===== src/rtl/secuenciador_multiciclo.sv =====
// ---------------------------------------------------------------------------
// secuenciador_multiciclo
//
// Multicycle control sequencer for an RV32 subset (lui, add/sub, addi, load,
// store, beq). It steps a shared datapath through FETCH, DECODE, EXEC, MEM
// and WB, and shares one instruction/data memory port through a
// mem_req/mem_ready handshake. It also keeps a retired-instruction counter
// and a sticky trap. The trap fires on an illegal opcode or when memory
// fails to answer in time.
//
// Ports
//   clk          system clock, rising edge
//   rst_n        synchronous active-low reset
//   run          enable, looked at only between instructions
//   opcode       opcode field of the instruction register
//   funct7_5     instr[30]: add (0) / sub (1) for R-type
//   cero         ALU zero flag
//   mem_ready    memory finishes the current request this cycle
//   mem_req      memory request
//   mem_we       memory write (only meaningful with mem_req)
//   addr_sel     memory address: 0 = PC, 1 = ALU result
//   ir_wr        load the instruction register
//   pc_wr        update PC (marks the retire cycle)
//   pc_sel       PC source: 0 = PC+4, 1 = branch target
//   reg_wr       register file write
//   alu_sub      ALU subtract
//   alu_b_sel    ALU B: 00 = rs2, 01 = I-imm, 10 = S-imm
//   wb_sel       writeback: 00 = U-imm, 01 = ALU, 10 = memory
//   trap         sticky fault flag
//   trap_cause   0 = illegal opcode, 1 = memory timeout
//   state        current FSM state code
//   instr_count  retired-instruction count (wraps)
// ---------------------------------------------------------------------------
module secuenciador_multiciclo #(
   parameter int MEM_TIMEOUT = 15,
   parameter int CNT_W       = 32
) (
   input  logic             clk,
   input  logic             rst_n,
   input  logic             run,
   input  logic [6:0]       opcode,
   input  logic             funct7_5,
   input  logic             cero,
   input  logic             mem_ready,
   output logic             mem_req,
   output logic             mem_we,
   output logic             addr_sel,
   output logic             ir_wr,
   output logic             pc_wr,
   output logic             pc_sel,
   output logic             reg_wr,
   output logic             alu_sub,
   output logic [1:0]       alu_b_sel,
   output logic [1:0]       wb_sel,
   output logic             trap,
   output logic             trap_cause,
   output logic [2:0]       state,
   output logic [CNT_W-1:0] instr_count
);

   localparam int WAIT_W = $clog2(MEM_TIMEOUT + 1);

   typedef enum logic [2:0] {
      IDLE   = 3'd0,
      FETCH  = 3'd1,
      DECODE = 3'd2,
      EXEC   = 3'd3,
      MEM    = 3'd4,
      WB     = 3'd5,
      TRAP   = 3'd6
   } state_t;

   typedef enum logic [2:0] {
      CL_NONE   = 3'd0,
      CL_LUI    = 3'd1,
      CL_R      = 3'd2,
      CL_ADDI   = 3'd3,
      CL_LOAD   = 3'd4,
      CL_STORE  = 3'd5,
      CL_BRANCH = 3'd6
   } cls_t;

   localparam logic [6:0] OP_LUI    = 7'b0110111;
   localparam logic [6:0] OP_R      = 7'b0110011;
   localparam logic [6:0] OP_ADDI   = 7'b0010011;
   localparam logic [6:0] OP_LOAD   = 7'b0000011;
   localparam logic [6:0] OP_STORE  = 7'b0100011;
   localparam logic [6:0] OP_BRANCH = 7'b1100011;

   state_t            state_q;
   state_t            state_d;
   cls_t              cls_q;
   cls_t              dec_cls;
   logic              f7_q;
   logic [WAIT_W-1:0] wait_cnt;
   logic              timeout;
   logic              retire_next;
   logic              trap_set;
   logic              trap_cause_set;

   // Map the raw opcode to an instruction class. CL_NONE marks an illegal
   // opcode. The class is only latched in DECODE.
   always_comb begin
      dec_cls = CL_NONE;
      unique case (opcode)
         OP_LUI:    dec_cls = CL_LUI;
         OP_R:      dec_cls = CL_R;
         OP_ADDI:   dec_cls = CL_ADDI;
         OP_LOAD:   dec_cls = CL_LOAD;
         OP_STORE:  dec_cls = CL_STORE;
         OP_BRANCH: dec_cls = CL_BRANCH;
         default:   dec_cls = CL_NONE;
      endcase
   end

   // A timeout fires in the cycle that would be the MEM_TIMEOUT-th
   // consecutive wait cycle. mem_ready in that same cycle counts as
   // completion, not as a timeout.
   assign timeout = !mem_ready && (wait_cnt == WAIT_W'(MEM_TIMEOUT - 1));

   // After a retire, run decides between the next fetch and idling.
   assign retire_next = run;

   // Next-state and strobe decode. Every strobe defaults to 0 so that each
   // state only lists what it drives. The rst_n gate at the end keeps
   // strobes quiet while reset is held, even if the reset arrives in the
   // middle of an instruction.
   always_comb begin
      state_d        = state_q;
      mem_req        = 1'b0;
      mem_we         = 1'b0;
      addr_sel       = 1'b0;
      ir_wr          = 1'b0;
      pc_wr          = 1'b0;
      pc_sel         = 1'b0;
      reg_wr         = 1'b0;
      alu_sub        = 1'b0;
      alu_b_sel      = 2'b00;
      wb_sel         = 2'b00;
      trap_set       = 1'b0;
      trap_cause_set = 1'b0;

      unique case (state_q)
         IDLE: begin
            if (run) state_d = FETCH;
         end

         FETCH: begin
            mem_req  = 1'b1;
            addr_sel = 1'b0;
            if (mem_ready) begin
               ir_wr   = 1'b1;
               state_d = DECODE;
            end else if (timeout) begin
               state_d        = TRAP;
               trap_set       = 1'b1;
               trap_cause_set = 1'b1;
            end
         end

         DECODE: begin
            if (dec_cls == CL_NONE) begin
               state_d        = TRAP;
               trap_set       = 1'b1;
               trap_cause_set = 1'b0;
            end else begin
               state_d = EXEC;
            end
         end

         EXEC: begin
            unique case (cls_q)
               CL_R: begin
                  alu_b_sel = 2'b00;
                  alu_sub   = f7_q;
                  state_d   = WB;
               end
               CL_ADDI: begin
                  alu_b_sel = 2'b01;
                  state_d   = WB;
               end
               CL_LUI: begin
                  state_d = WB;
               end
               CL_LOAD: begin
                  alu_b_sel = 2'b01;
                  state_d   = MEM;
               end
               CL_STORE: begin
                  alu_b_sel = 2'b10;
                  state_d   = MEM;
               end
               CL_BRANCH: begin
                  // beq retires right here: the ALU compares rs1-rs2 and
                  // the zero flag picks the PC source.
                  alu_b_sel = 2'b00;
                  alu_sub   = 1'b1;
                  pc_wr     = 1'b1;
                  pc_sel    = cero;
                  state_d   = retire_next ? FETCH : IDLE;
               end
               default: begin
                  state_d        = TRAP;
                  trap_set       = 1'b1;
                  trap_cause_set = 1'b0;
               end
            endcase
         end

         MEM: begin
            // The ALU keeps computing the address, so B stays on the
            // immediate chosen in EXEC for the whole access.
            mem_req   = 1'b1;
            addr_sel  = 1'b1;
            mem_we    = (cls_q == CL_STORE);
            alu_b_sel = (cls_q == CL_STORE) ? 2'b10 : 2'b01;
            if (mem_ready) begin
               if (cls_q == CL_STORE) begin
                  pc_wr   = 1'b1;
                  pc_sel  = 1'b0;
                  state_d = retire_next ? FETCH : IDLE;
               end else begin
                  state_d = WB;
               end
            end else if (timeout) begin
               state_d        = TRAP;
               trap_set       = 1'b1;
               trap_cause_set = 1'b1;
            end
         end

         WB: begin
            reg_wr = 1'b1;
            pc_wr  = 1'b1;
            pc_sel = 1'b0;
            unique case (cls_q)
               CL_LUI:  wb_sel = 2'b00;
               CL_LOAD: wb_sel = 2'b10;
               default: wb_sel = 2'b01;
            endcase
            state_d = retire_next ? FETCH : IDLE;
         end

         TRAP: begin
            state_d = TRAP;
         end

         default: begin
            state_d = IDLE;
         end
      endcase

      if (!rst_n) begin
         mem_req   = 1'b0;
         mem_we    = 1'b0;
         addr_sel  = 1'b0;
         ir_wr     = 1'b0;
         pc_wr     = 1'b0;
         pc_sel    = 1'b0;
         reg_wr    = 1'b0;
         alu_sub   = 1'b0;
         alu_b_sel = 2'b00;
         wb_sel    = 2'b00;
      end
   end

   // State register, class latch, wait counter, sticky trap and the retire
   // counter. The wait counter restarts on every state change, so FETCH and
   // MEM each get their own full timeout budget.
   always_ff @(posedge clk) begin
      if (!rst_n) begin
         state_q     <= IDLE;
         cls_q       <= CL_NONE;
         f7_q        <= 1'b0;
         wait_cnt    <= '0;
         trap        <= 1'b0;
         trap_cause  <= 1'b0;
         instr_count <= '0;
      end else begin
         state_q <= state_d;

         if (state_q == DECODE) begin
            cls_q <= dec_cls;
            f7_q  <= funct7_5;
         end

         if (state_d != state_q) begin
            wait_cnt <= '0;
         end else if ((state_q == FETCH || state_q == MEM) && !mem_ready) begin
            wait_cnt <= wait_cnt + WAIT_W'(1);
         end

         if (trap_set) begin
            trap       <= 1'b1;
            trap_cause <= trap_cause_set;
         end

         if (pc_wr) begin
            instr_count <= instr_count + CNT_W'(1);
         end
      end
   end

   assign state = state_q;

endmodule


===== config.mk =====
export PLATFORM = sky130hd
export DESIGN_NAME = secuenciador_multiciclo
export DESIGN_NICKNAME = d
export VERILOG_FILES = /design/src/rtl/secuenciador_multiciclo.sv
export SDC_FILE = /design/constraint.sdc
export NUM_CORES = 1
export LEC_CHECK = 0
export CELL_PAD_IN_SITES_DETAIL_PLACEMENT = 1
export CELL_PAD_IN_SITES_GLOBAL_PLACEMENT = 1
export CORE_MARGIN = 2
export CORE_UTILIZATION = 35
export CTS_CLUSTER_SIZE = 14
export DETAILED_ROUTE_END_ITERATION = 6
export PLACE_DENSITY_LB_ADDON = 0.3
export REMOVE_ABC_BUFFERS = 1
export SYNTH_ARGS = -nofsm -noshare
export SYNTH_HDL_FRONTEND = slang
export SYNTH_SLANG_ARGS = --single-unit
export TNS_END_PERCENT = 20

===== constraint.sdc =====
create_clock -name clk -period 2.32 [get_ports clk]
set_clock_uncertainty 0.05 [all_clocks]
set_input_delay 0.464 -clock clk [delete_from_list [all_inputs] [get_ports clk]]
set_output_delay 0.464 -clock clk [all_outputs]
set_load 0.05 [all_outputs]

; ---- Yosys cells after proc, flatten, opt, wreduce, memory -nomap -nowiden
; Cells that the tools add are included.
; Widths: inputs -> output; s select.
[totals]
ff_bits = 45
out_inout_bits = 49
[op_classes]
addsub = 2
n_eq_ne = 20
n_mux = 45
bitwise_logic = 1
reduce_logical = 12
[op_table]
columns = operator, count
row1 = $add 32x1->32 const B, 1
row2 = $mux 1, 26
row3 = $eq 7x6->1 const B, 3
row4 = $pmux 3 s7, 1
row5 = $eq 3x3->1 const B, 6
row6 = $mux 3, 6
row7 = $pmux 3 s6, 1
row8 = $eq 3x2->1 const B, 4
row9 = $pmux 2 s2, 3
row10 = $pmux 3 s3, 1
row11 = $mux 2, 4
row12 = $reduce_or 2->1, 4
row13 = $eq 7x2->1 const B, 1
row14 = $eq 7x5->1 const B, 1
row15 = $eq 7x7->1 const B, 1
row16 = $eq 3x1->1 const B, 2
row17 = $logic_not 3->1, 2
row18 = $pmux 1 s3, 2
row19 = $reduce_or 6->1, 1
row20 = $add 4x1->4 const B, 1
row21 = $eq 4x4->1 const B, 1
row22 = $ne 3x3->1, 1
row23 = $reduce_or 3->1, 1
row24 = $logic_and 1x1->1, 2
row25 = other kinds (4), 4

; ---- Logic depth before layout (Yosys ltp)
[logic_depth]
word_depth = 7
depth_mapped = 7
mapped_depth_nobuf = 7

; ---- Worst setup path after synthesis
; No wires, ideal clock.
[synth_timing]
path_type = reg-to-output
from = register state_q[0], in the netlist state[0]
to = output alu_b_sel[0]
arrival_ns = 3.134
setup_slack_ns = -1.328
path_stages_with_launch = 6
path_buffers = 2
path_cell_list = dfxtp_1 clkbuf_1 clkbuf_1 nor3_1 a21oi_1 o221ai_1
[synth_via]
elab_chain_len = 3
elab_cells_between_ends = 4
cone_classes = eq/ne (2) / mux (2)
[synth_lines]
columns = element, line
row1 = start: declaration, 90  ; state_t state_q;
row2 = start signal: assignment, 280  ; state_q <= state_d;
row3 = $eq 3x3->1 or $eq 3x2->1 (tied branches), 143  ; unique case (state_q)
row4 = $pmux 2 s2 (*), 143
row5 = $mux 2 (*), 253  ; if (!rst_n) begin
row6 = end: declaration, 53  ; output logic [1:0] alu_b_sel,
; Mark *: on every way between the ends. The rest lies on a longest branch, timed or not.

; ---- Final worst setup path
[layout_timing]
from = register cls_q[0]
to = output pc_wr
[layout_via]
elab_chain_len = 5
elab_cells_between_ends = 7
cone_classes = eq/ne (2) / mux (5)
[layout_lines]
columns = element, line
row1 = start: declaration, 92  ; cls_t cls_q;
row2 = start signal: assignment, 283  ; cls_q <= dec_cls;
row3 = $eq 3x3->1, 218  ; if (cls_q == CL_STORE) begin
row4 = $mux 1, 218
row5 = $mux 1, 217  ; if (mem_ready) begin
row6 = $pmux 1 s3 (*), 143
row7 = $mux 1 (*), 253
row8 = end: declaration, 49  ; output logic pc_wr,
; Marks and branches as above.

==> impl_metrics.json <==
{
  "status": "complete, no violations",
  "drt_first_pass_iters": 4,
  "cts_buffers": 5,
  "period_minus_slack_ns": 2.27,
  "drt_iter0_drc": 86,
  "grt_pass1_wl_mm": 14.1,
  "postSynthAreaPerCell_um2": 8.04,
  "report.final.slew_viol_count": 0,
  "syn_inst": 324,
  "clock-root-buffer": "clkbuf_8",
  "routed-via-count": 2884,
  "final-seq-area_um2": 907,
  "critPathCaptureType": "primary output",
  "grt_usage_pct": 20.7,
  "wl_per_cell_um": 16.3,
  "clk_pin_slew_ns": 0.09,
  "ios": 62,
  "htree_levels": 2,
  "setup_viol": 0,
  "die_h_um": 90.3,
  "fillers": 872,
  "hpwlAfterDp_mm": 6.43,
  "clk_latency_ns": 0.32,
  "final_hold_viol_count": 0,
  "grt_start_max_net_pins": 19,
  "cts_tree": "built",
  "hold_path.class": "reg2reg",
  "placed_cells": 523,
  "wl_mm": 8.70,
  "relSlewSlack_pct": 60.1,
  "drc": 0,
  "crit_required_ns": 1.81,
  "synth-seq-area-share_pct": 34.6,
  "cts.hold.buffers_added": 0,
  "overflow": 0,
  "p_per_area_nw_per_um2": 440,
  "final_common_cell": "buf_4",
  "drive_above_1_share_pct": 25.5,
  "multi_input_area_um2": 1610,
  "cp-start-kind": "register",
  "initial_core_util_pct": 36.1,
  "layout_common_cells": "buf_4 (61), clkdlybuf4s50_1 (45), dfxtp_1 (40), nor2_1 (33), a21oi_1 (29)",
  "rows": 31,
  "core_um2": 7210,
  "synth-edff-count": 0,
  "die-area_um2": 8150,
  "final_net_count": 451,
  "cts_sinks": 45,
  "routed_via_density": 5.39,
  "tightest_slew_ns": 0.595,
  "power_leakage_nw": 1.44,
  "async_flop_share_pct": 0,
  "power_mw": 1.75,
  "critPathKind": "reg2out",
  "port_buffers": 61,
  "final_cells": 535,
  "areaGrowthSynthToFinish_pct": 52.7,
  "syn_area_um2": 2610,
  "period_share_pct": 98.0,
  "yosys_most_used_dff": "dfxtp_1",
  "clockBufferDepth": 2,
  "irDropWorstVdd_mv": 0.212,
  "grt_pass1_vias": 2933,
  "yosys_warnings": 0,
  "cp_data_arrival_time_ns": 1.76,
  "ys_ff_latch": 45,
  "timing.fmax_mhz": 440,
  "postRouteAntennaNets": 0,
  "antenna_found_initial": 0,
  "cap_violations": 0,
  "die_width_um": 90.3,
  "worstPathMaxFanout": 8,
  "gp_congestion": 0.773,
  "num_antenna_cells": 0,
  "yosys.cell_types.count": 61
}
## final timing paths
| kind | startpoint | end | depth (start not counted) | slack [ns] |
|---|---|---|---|---|
| max | cls_q[0]$_SDFFE_PN0P_ | pc_wr | 6 | 0.05 |
| min | instr_count[31]$_SDFFE_PN0P_ | instr_count[31]$_SDFFE_PN0P_ | 1 | 0.43 |
| max reg2reg | cls_q[0]$_SDFFE_PN0P_ | instr_count[19]$_SDFFE_PN0P_ | 7 | 0.09 |
| min reg2reg | instr_count[31]$_SDFFE_PN0P_ | instr_count[31]$_SDFFE_PN0P_ | 1 | 0.43 |
## worst max-delay path, stage by stage, from the launching register on
cell and delay (ns):
dfxtp_1 0.48, nand4b_1 0.21, buf_4 0.20, a21oi_4 0.16, nor2_2 0.07, nor2_2 0.18, buf_12 0.16
## power by group
group / switching, mW / internal, mW / leakage (nW) / total (mW)
registers: 0.0178 / 0.786 / 0.365 / 0.804
logic: 0.206 / 0.163 / 1.02 / 0.369
clock network: 0.300 / 0.276 / 0.0549 / 0.576
total: 0.524 / 1.23 / 1.44 / 1.75
## registers in the layout (all words and copies together), names as in the netlist
name	flops
instr_count	32
f7_q	1
trap	1
wait_cnt	4
state	3
trap_cause	1
cls_q	3
## per-layer routing
metal / GRT usage, % / share of wire (%) / up-vias
met5: 0 / 0 / -
met1: 26.0 / 46 / 1423
met2: 36.2 / 50 / 45
met3: 2.34 / 2.3 / 11
met4: 8.08 / 1.3 / 0
li1: - / - / 1405
## final cells by class
| type | count | share of cell area, % |
|---|---|---|
| clock buffers | 7 | 2.42 |
| clock inverters | 1 | 0.220 |
| inverters | 16 | 1.51 |
| multi-input cells | 247 | 40.6 |
| flip-flops and latches | 45 | 22.8 |
| well taps | 99 | 3.11 |
| repair buffers | 120 | 29.4 |
## synthesized netlist by cell type, types with 2 or more instances
master     count  area (µm²)
a2111oi_0      3        26.3
a2111oi_2      2        30.0
a211oi_1       5        37.5
a21o_2         3        26.3
a21oi_1       30         150
and2_1         2        12.5
and3_1         6        37.5
and4_1         6        52.6
buf_1          2        7.51
buf_2          2        10.0
clkbuf_1      11        41.3
dfxtp_1       45         901
ha_1           3        37.5
inv_1         16        60.1
mux2i_1        3        30.0
nand2_1       20        75.1
nand2b_1       4        25.0
nand3_1       15        75.1
nand3b_1       5        37.5
nand4_1        6        37.5
nor2_1        37         139
nor2b_1        2        12.5
nor3_1        10        50.1
nor3b_1        2        15.0
nor4_1         2        12.5
o211ai_1       5        37.5
o21a_1         3        22.5
o21ai_0        9        45.0
o31ai_1        7        52.6
or2_2          2        12.5
or3_1          4        25.0
or4_1          6        45.0
xnor2_1       14         123
xor2_1         5        43.8
## per-stage QoR
stage	setup TNS [ns]	cell area, µm²	utilization (%)	setup WS (ns)	hold slack [ns]
after CTS	-0.130	3920	54.3	-0.0910	0.429
after global placement	-2.84	3800	52.7	-0.231	0.397
final	0	3980	55.2	0.0469	0.427
after detailed placement	-5.13	3800	52.7	-0.295	0.415
after global routing	-0.0270	3980	55.2	-0.0270	0.455
after floorplan	-9.20	2540	-	-1.46	0.387
## kinds of logic (layout without fill, tap and decap cells)
family          Yosys count  in the layout  synth area share, %
mux                       3              3                 1.15
xor+xnor                 19             19                 6.39
buf+inv                  32            144                 4.99
simple gates            140            140                 29.5
fa+ha+maj                 3              3                 1.44
flops                    45             45                 34.6
compound gates           82             82                 22.0
## what timing repair did
action / CTS / global route
pin swaps: 0 / 3
setup endpoints to repair: 9 / 13
resized for setup: 5 / 14
setup buffers: 0 / 4
No activity file was read; power rests on OpenSTA's default activity.
